## src/rtl/gate_sweep_pkg.sv

```systemverilog
// Shared constants and types for the gate sweeper: operand width, vector count,
// the sequencer state encoding and the bit position of each gate in fail_mask.
// No logic, so there is no latency and no backpressure.
package gate_sweep_pkg;

  localparam int OPW  = 4;            // operand width of the gate block under test
  localparam int IDXW = 2 * OPW;      // vector index covers both operands
  localparam int NVEC = 1 << IDXW;    // 256 vectors in a full sweep
  localparam int NFN  = 5;            // AND, OR, XOR, NAND, NOR

  typedef enum logic [1:0] {
    ST_IDLE   = 2'd0,
    ST_DRIVE  = 2'd1,
    ST_SAMPLE = 2'd2,
    ST_DONE   = 2'd3
  } state_t;

  // Bit positions inside mismatch / fail_mask
  localparam int FM_AND  = 0;
  localparam int FM_OR   = 1;
  localparam int FM_XOR  = 2;
  localparam int FM_NAND = 3;
  localparam int FM_NOR  = 4;

endpackage

```

## src/rtl/gate_sweep_ref.sv

```systemverilog
// Expected-result generator and comparator for the five gate functions.
// Purely combinational (zero latency); no backpressure.
// Ports: a, b operands; y1..y5 returned AND/OR/XOR/NAND/NOR; mismatch[4:0] one bit per gate.
module gate_sweep_ref
  import gate_sweep_pkg::*;
(
  input  logic [OPW-1:0] a,
  input  logic [OPW-1:0] b,
  input  logic [OPW-1:0] y1,
  input  logic [OPW-1:0] y2,
  input  logic [OPW-1:0] y3,
  input  logic [OPW-1:0] y4,
  input  logic [OPW-1:0] y5,
  output logic [NFN-1:0] mismatch
);

  always_comb begin
    mismatch          = '0;
    mismatch[FM_AND]  = (y1 != (a & b));
    mismatch[FM_OR]   = (y2 != (a | b));
    mismatch[FM_XOR]  = (y3 != (a ^ b));
    mismatch[FM_NAND] = (y4 != ~(a & b));
    mismatch[FM_NOR]  = (y5 != ~(a | b));
  end

endmodule

```

## src/rtl/gate_sweeper.sv

```systemverilog
// Exhaustive tester for a 4-bit AND/OR/XOR/NAND/NOR block: drives all 256 operand
// pairs, holds each for SETTLE cycles, then samples and compares (SETTLE+1 cycles/vector).
// No backpressure: start is ignored while busy; results hold in DONE until restart/reset.
// Ports: clk, rst (sync, active high), start; a_o/b_o to the block, y1_i..y5_i back;
// busy, done, pass, err_cnt, fail_a/fail_b/fail_mask (first failing vector).
// Build option: GATE_SWEEP_STOP_ON_FAIL_EN ends the sweep at the first failing vector.
module gate_sweeper
  import gate_sweep_pkg::*;
#(
  parameter int SETTLE = 1
) (
  input  logic            clk,
  input  logic            rst,
  input  logic            start,
  output logic [OPW-1:0]  a_o,
  output logic [OPW-1:0]  b_o,
  input  logic [OPW-1:0]  y1_i,
  input  logic [OPW-1:0]  y2_i,
  input  logic [OPW-1:0]  y3_i,
  input  logic [OPW-1:0]  y4_i,
  input  logic [OPW-1:0]  y5_i,
  output logic            busy,
  output logic            done,
  output logic            pass,
  output logic [8:0]      err_cnt,
  output logic [OPW-1:0]  fail_a,
  output logic [OPW-1:0]  fail_b,
  output logic [NFN-1:0]  fail_mask
);

  state_t            state, state_nxt;
  logic [IDXW-1:0]   idx;
  logic [3:0]        settle_cnt;
  logic [NFN-1:0]    mismatch;
  logic              settle_last;
  logic              last_vec;
  logic              fail_now;
  logic              stop_now;

  assign a_o = idx[IDXW-1:OPW];
  assign b_o = idx[OPW-1:0];

  gate_sweep_ref u_ref (
    .a        (a_o),
    .b        (b_o),
    .y1       (y1_i),
    .y2       (y2_i),
    .y3       (y3_i),
    .y4       (y4_i),
    .y5       (y5_i),
    .mismatch (mismatch)
  );

  assign settle_last = (settle_cnt == 4'(SETTLE - 1));
  assign last_vec    = (idx == IDXW'(NVEC - 1));
  assign fail_now    = (state == ST_SAMPLE) && (mismatch != '0);

`ifdef GATE_SWEEP_STOP_ON_FAIL_EN
  assign stop_now = fail_now;
`else
  assign stop_now = 1'b0;
`endif

  // State register
  always_ff @(posedge clk) begin
    if (rst) state <= ST_IDLE;
    else     state <= state_nxt;
  end

  // Next-state logic
  always_comb begin
    state_nxt = state;
    case (state)
      ST_IDLE, ST_DONE: if (start)       state_nxt = ST_DRIVE;
      ST_DRIVE:         if (settle_last) state_nxt = ST_SAMPLE;
      ST_SAMPLE:        state_nxt = (last_vec || stop_now) ? ST_DONE : ST_DRIVE;
      default:          state_nxt = ST_IDLE;
    endcase
  end

  // Output decode
  always_comb begin
    busy = (state == ST_DRIVE) || (state == ST_SAMPLE);
    done = (state == ST_DONE);
    pass = (state == ST_DONE) && (err_cnt == '0);
  end

  // Sweep datapath: vector index, settle timer and result capture
  always_ff @(posedge clk) begin
    if (rst) begin
      idx        <= '0;
      settle_cnt <= '0;
      err_cnt    <= '0;
      fail_a     <= '0;
      fail_b     <= '0;
      fail_mask  <= '0;
    end else begin
      case (state)
        ST_IDLE, ST_DONE: begin
          if (start) begin
            idx        <= '0;
            settle_cnt <= '0;
            err_cnt    <= '0;
            fail_a     <= '0;
            fail_b     <= '0;
            fail_mask  <= '0;
          end
        end
        ST_DRIVE: begin
          settle_cnt <= settle_last ? 4'd0 : settle_cnt + 4'd1;
        end
        ST_SAMPLE: begin
          if (fail_now) begin
            if (err_cnt != 9'(NVEC)) err_cnt <= err_cnt + 9'd1;
            // err_cnt still zero means this is the first failing vector
            if (err_cnt == '0) begin
              fail_a    <= a_o;
              fail_b    <= b_o;
              fail_mask <= mismatch;
            end
          end
          // On a stop the index is held so a_o/b_o keep showing the culprit
          if (!(last_vec || stop_now)) idx <= idx + 1'b1;
        end
        default: ;
      endcase
    end
  end

endmodule

```

## config.mk

```make
export PLATFORM = sky130hd
export DESIGN_NAME = gate_sweeper
export DESIGN_NICKNAME = d
export VERILOG_FILES = /design/src/rtl/gate_sweep_pkg.sv /design/src/rtl/gate_sweep_ref.sv /design/src/rtl/gate_sweeper.sv
export SDC_FILE = /design/constraint.sdc
export NUM_CORES = 1
export LEC_CHECK = 0
export BUFFER_PORTS_ARGS = -buffer_cell sky130_fd_sc_hd__buf_4
export CORE_MARGIN = 5
export CORE_UTILIZATION = 53
export CTS_CLUSTER_DIAMETER = 40
export CTS_CLUSTER_SIZE = 20
export DETAILED_ROUTE_END_ITERATION = 8
export PLACE_DENSITY = 0.8
export SLEW_MARGIN = 5
export SYNTH_ARGS = -nofsm -noshare
export SYNTH_HDL_FRONTEND = slang
export SYNTH_SLANG_ARGS = --single-unit
```

## constraint.sdc

```tcl
create_clock -name clk -period 3.3 [get_ports clk]
set_clock_uncertainty 0.15 [all_clocks]
set_input_delay 0.33 -clock clk [delete_from_list [all_inputs] [get_ports clk]]
set_output_delay 0.33 -clock clk [all_outputs]
set_load 0.03 [all_outputs]
```

==> metrics.log <==
[metrics] gp weighted congestion: 0.982
[metrics] maximum fanout along the worst path: 13
[metrics] internal power contribution: about 0.00067 W
[metrics] logic gate share of total power: approximately a fifth
[metrics] async set-reset flop share out of synthesis: 0%
[metrics] Post-Syn Nets: between 200 and 300
[metrics] Pins Over Slew Limit: 0
[metrics] Clock H-tree levels: 2
[metrics] tightest slew margin relative to the limit: between 50% and 60%
[metrics] post-synth top area cell: sky130_fd_sc_hd__dfxtp_1
[metrics] cts-stage hold buffer count: 0
[metrics] endpoint class of the critical path: flop
[metrics] top-area cell type share of the netlist area: between 30 and 40%
[metrics] share of final-layout standard cells stronger than drive strength 1: a little over a fifth
[metrics] Syn Inst Count: ~260
[metrics] maximum clock rate: about 340 MHz
[metrics] number of flip-flops and latches in the synthesized netlist: 36
[metrics] capture point of the worst reg-to-reg path: fail_a[3]
[metrics] number of inserted diodes: 0
[metrics] setup repair after global routing missed its margin: false
[metrics] startpoint kind of the worst setup timing path: flop
[metrics] required time at the endpoint of the critical path: approximately 3.4 ns
[metrics] global-route usage over all layers: a little over a fifth
[metrics] Hold/Removal Path Class: input pin to flop
[metrics] total detailed-routing wirelength: approximately 5.7 mm
[metrics] total clock buffers created by CTS: 5
[metrics] vias in the first global route: a little under 2,000
[metrics] Worst Min Path Start: rst
[metrics] count of different cell masters after synthesis: between 40 and 50
[metrics] final hold slack: around 0.18 ns
[metrics] Final TNS setup: 0 ns
[metrics] share of total power in sequential cells: between 40% and 50%
[metrics] drc violations: 0
[metrics] Critical R2R Launch: idx[2]
[metrics] total overflow reported by the global router: 0
[metrics] worst vdd rail ir drop: between 200 and 300 µV
[metrics] count of nets left with antenna violations after detail routing: 0
[metrics] leakage component of the power: around 1.1 nW
[metrics] number of buffers added for setup after CTS: 0
[metrics] clock transition time at the flip-flop clock pins of the worst setup and hold paths: 0.07 ns
[metrics] cells on worst reg2reg path: 7
[metrics] Yosys warning total: 0
[metrics] HPWL after DPL: ~4.3 mm
[metrics] reg2reg setup slack: about 0.38 ns
[metrics] Die X-Extent: 74.1 µm
[metrics] PostCTS Resize Cnt: 0
[metrics] most frequent standard cell in the layout excluding fill and tap cells: sky130_fd_sc_hd__buf_4
[metrics] DRT Pass-1 Iters: 4
[metrics] fraction of the yosys area taken by sequential cells: approximately 33%
[metrics] Die Height: roughly 74 µm
[metrics] reported max-cap violation count: 0
[metrics] measured slew at the worst slew-check pin: roughly 0.69 ns
[metrics] crit path DAT: 2.98 ns
[metrics] area growth from synthesis to layout: 24.1%
[metrics] most area-consuming cells after synthesis: sky130_fd_sc_hd__dfxtp_1 33%, sky130_fd_sc_hd__ha_1 9.8%, sky130_fd_sc_hd__xnor2_1 7.6%
[metrics] CTS tree: done
[metrics] later-pin clock latency in the skew report: 0.29 ns
[metrics] commonest cells after routing, fill and taps aside: 57 x sky130_fd_sc_hd__buf_4, 36 x sky130_fd_sc_hd__nand2_1, 36 x sky130_fd_sc_hd__dfxtp_1
[metrics] total setup violations reported at the end of the flow: 0
[metrics] count of flip-flops with a built-in enable after synthesis: 0
[metrics] Fin. Hold Viols: 0
[metrics] switching power of the nets: between 0.0002 and 0.0003 W
[metrics] post-place instance area: between 0.002 and 0.003 mm²
[metrics] area of the mapped netlist: around 0.0022 mm²
[metrics] vias post-DR: 2,041
[metrics] Root Buffer Master: sky130_fd_sc_hd__clkbuf_8
[metrics] synthesized area per cell: 8.51 µm²
[metrics] number of buffers between clock root and the deepest sink: 2
[metrics] initial core utilization: 54.5%
[metrics] standard-cell rows: 23
[metrics] via density per instance: around 5.6
[metrics] Final Critical Period: around 2.9 ns
[metrics] number of sinks driven by the clock tree: 36
[metrics] First DRT Iteration DRCs: around 180
[metrics] final design instance area without fill: 0.00270 mm²
[metrics] classification of the worst setup path: flop to flop
[metrics] average detailed-routed wire length per instance: 15.6 µm
[metrics] pin count of the biggest net entering global routing: 20
[metrics] final worst path period share: around nine tenths
[metrics] proportion of power drawn by the clock network: between 30% and 40%
[metrics] number of buffers inserted by port buffering: 55
[metrics] sw frac: 30.2%
[metrics] Net count, final: around 350
[metrics] global-route wire length before repair: about 9.2 mm
[metrics] antenna violations before repair: 0
[metrics] Worst Hold End: settle_cnt[2]
[metrics] die area: 0.00550 mm²
[metrics] most used flip-flop cell after synthesis: sky130_fd_sc_hd__dfxtp_1
[metrics] status: finished, final reports clean
[metrics] I/O pin total: between 50 and 60
[metrics] pwr dens: about 350 mW/mm²
[metrics] number of instances on the worst hold path: 2
[metrics] filler cell count: roughly 340
[metrics] core outline area: between 0.004 and 0.005 mm²
cells in the mapped netlist, types with 4 or more instances:
cell type	number
sky130_fd_sc_hd__dfxtp_1	36
sky130_fd_sc_hd__nand2_1	36
sky130_fd_sc_hd__inv_1	19
sky130_fd_sc_hd__xnor2_1	19
sky130_fd_sc_hd__ha_1	17
sky130_fd_sc_hd__nor2_1	17
sky130_fd_sc_hd__mux2i_1	15
sky130_fd_sc_hd__a21oi_1	12
sky130_fd_sc_hd__nand4_1	9
sky130_fd_sc_hd__xor2_1	8
sky130_fd_sc_hd__nand3_1	6
sky130_fd_sc_hd__o21ai_0	6
sky130_fd_sc_hd__clkbuf_1	4
sky130_fd_sc_hd__nor3_1	4
cells by family after synthesis:
logic type,Yosys count,share of synthesized area (%)
AO/OA/AOI/OAI,45,14.1
XOR/XNOR,27,10.8
adder cells (fa/ha/maj),17,9.76
buffers and inverters,28,5.63
flip-flops,36,33.1
multiplexers,15,6.89
AND/OR/NAND/NOR,88,19.7
critical path: stages (launching register included):
cell and delay, ns:
sky130_fd_sc_hd__dfxtp_1 0.49, sky130_fd_sc_hd__inv_1 0.14, sky130_fd_sc_hd__ha_1 0.25, sky130_fd_sc_hd__xnor2_1 0.16
sky130_fd_sc_hd__nand4_1 0.18, sky130_fd_sc_hd__or4_1 0.67, sky130_fd_sc_hd__o21ai_4 0.52, sky130_fd_sc_hd__mux2i_1 0.27
state kept, by name, summed over array words and instances (netlist names):
register    flops
fail_b          4
fail_mask       5
fail_a          4
err_cnt         9
settle_cnt      4
idx             8
state           2
worst max-delay path by stage:
stage,cells past startpoint,slack (ns),from,end
final,7,0.38,idx[2],fail_a[3]
after global routing,7,0.16,idx[2],fail_a[3]
after CTS,7,0.37,idx[2],fail_a[3]
after detailed placement,7,0.39,idx[2],fail_a[3]
after global placement,7,0.52,idx[2],fail_mask[2]
after floorplan,9,0.69,idx[3],fail_a[3]
layout make-up:
cell class | instances | area, µm² | area share, %
repair buffers | 57 | 428 | 15.8
well taps | 50 | 62.6 | 2.31
clock buffers | 6 | 72.6 | 2.68
multi-input cells | 192 | 1340 | 49.4
clock inverters | 1 | 5.00 | 0.185
inverters | 21 | 78.8 | 2.92
flip-flops and latches | 36 | 721 | 26.7
power by group through the flow:
| stage | Sequential (W) | Combinational, W | Clock, W |
|---|---|---|---|
| floorplan | 0.000469 | 0.000139 | 0 |
| global placement | 0.000462 | 0.000202 | 0 |
| detailed placement | 0.000462 | 0.000203 | 0 |
| CTS | 0.000452 | 0.000204 | 0.000310 |
| global route | 0.000454 | 0.000222 | 0.000331 |
| finish | 0.000452 | 0.000205 | 0.000303 |
stage by stage:
stage          setup slack [ns]  power, W  utilization (%)  std cells
6_report                  0.380  0.000960             67.6        363
5_1_grt                   0.159   0.00101             67.6        363
4_1_cts                   0.374  0.000966             67.6        363
3_5_place_dp              0.393  0.000665             65.7        356
3_3_place_gp              0.523  0.000664             65.7        356
2_1_floorplan             0.686  0.000608                -        256
routing by layer:
metal | part of all wire [%] | GRT usage (%) | up-vias
met3 | 6.5 | 5.68 | 9
met5 | 0 | 0 | -
met2 | 48 | 35.5 | 69
met1 | 44 | 28.3 | 947
li1 | - | - | 1016
met4 | 1.4 | 7.85 | 0
(Power assumes the default switching activity.)
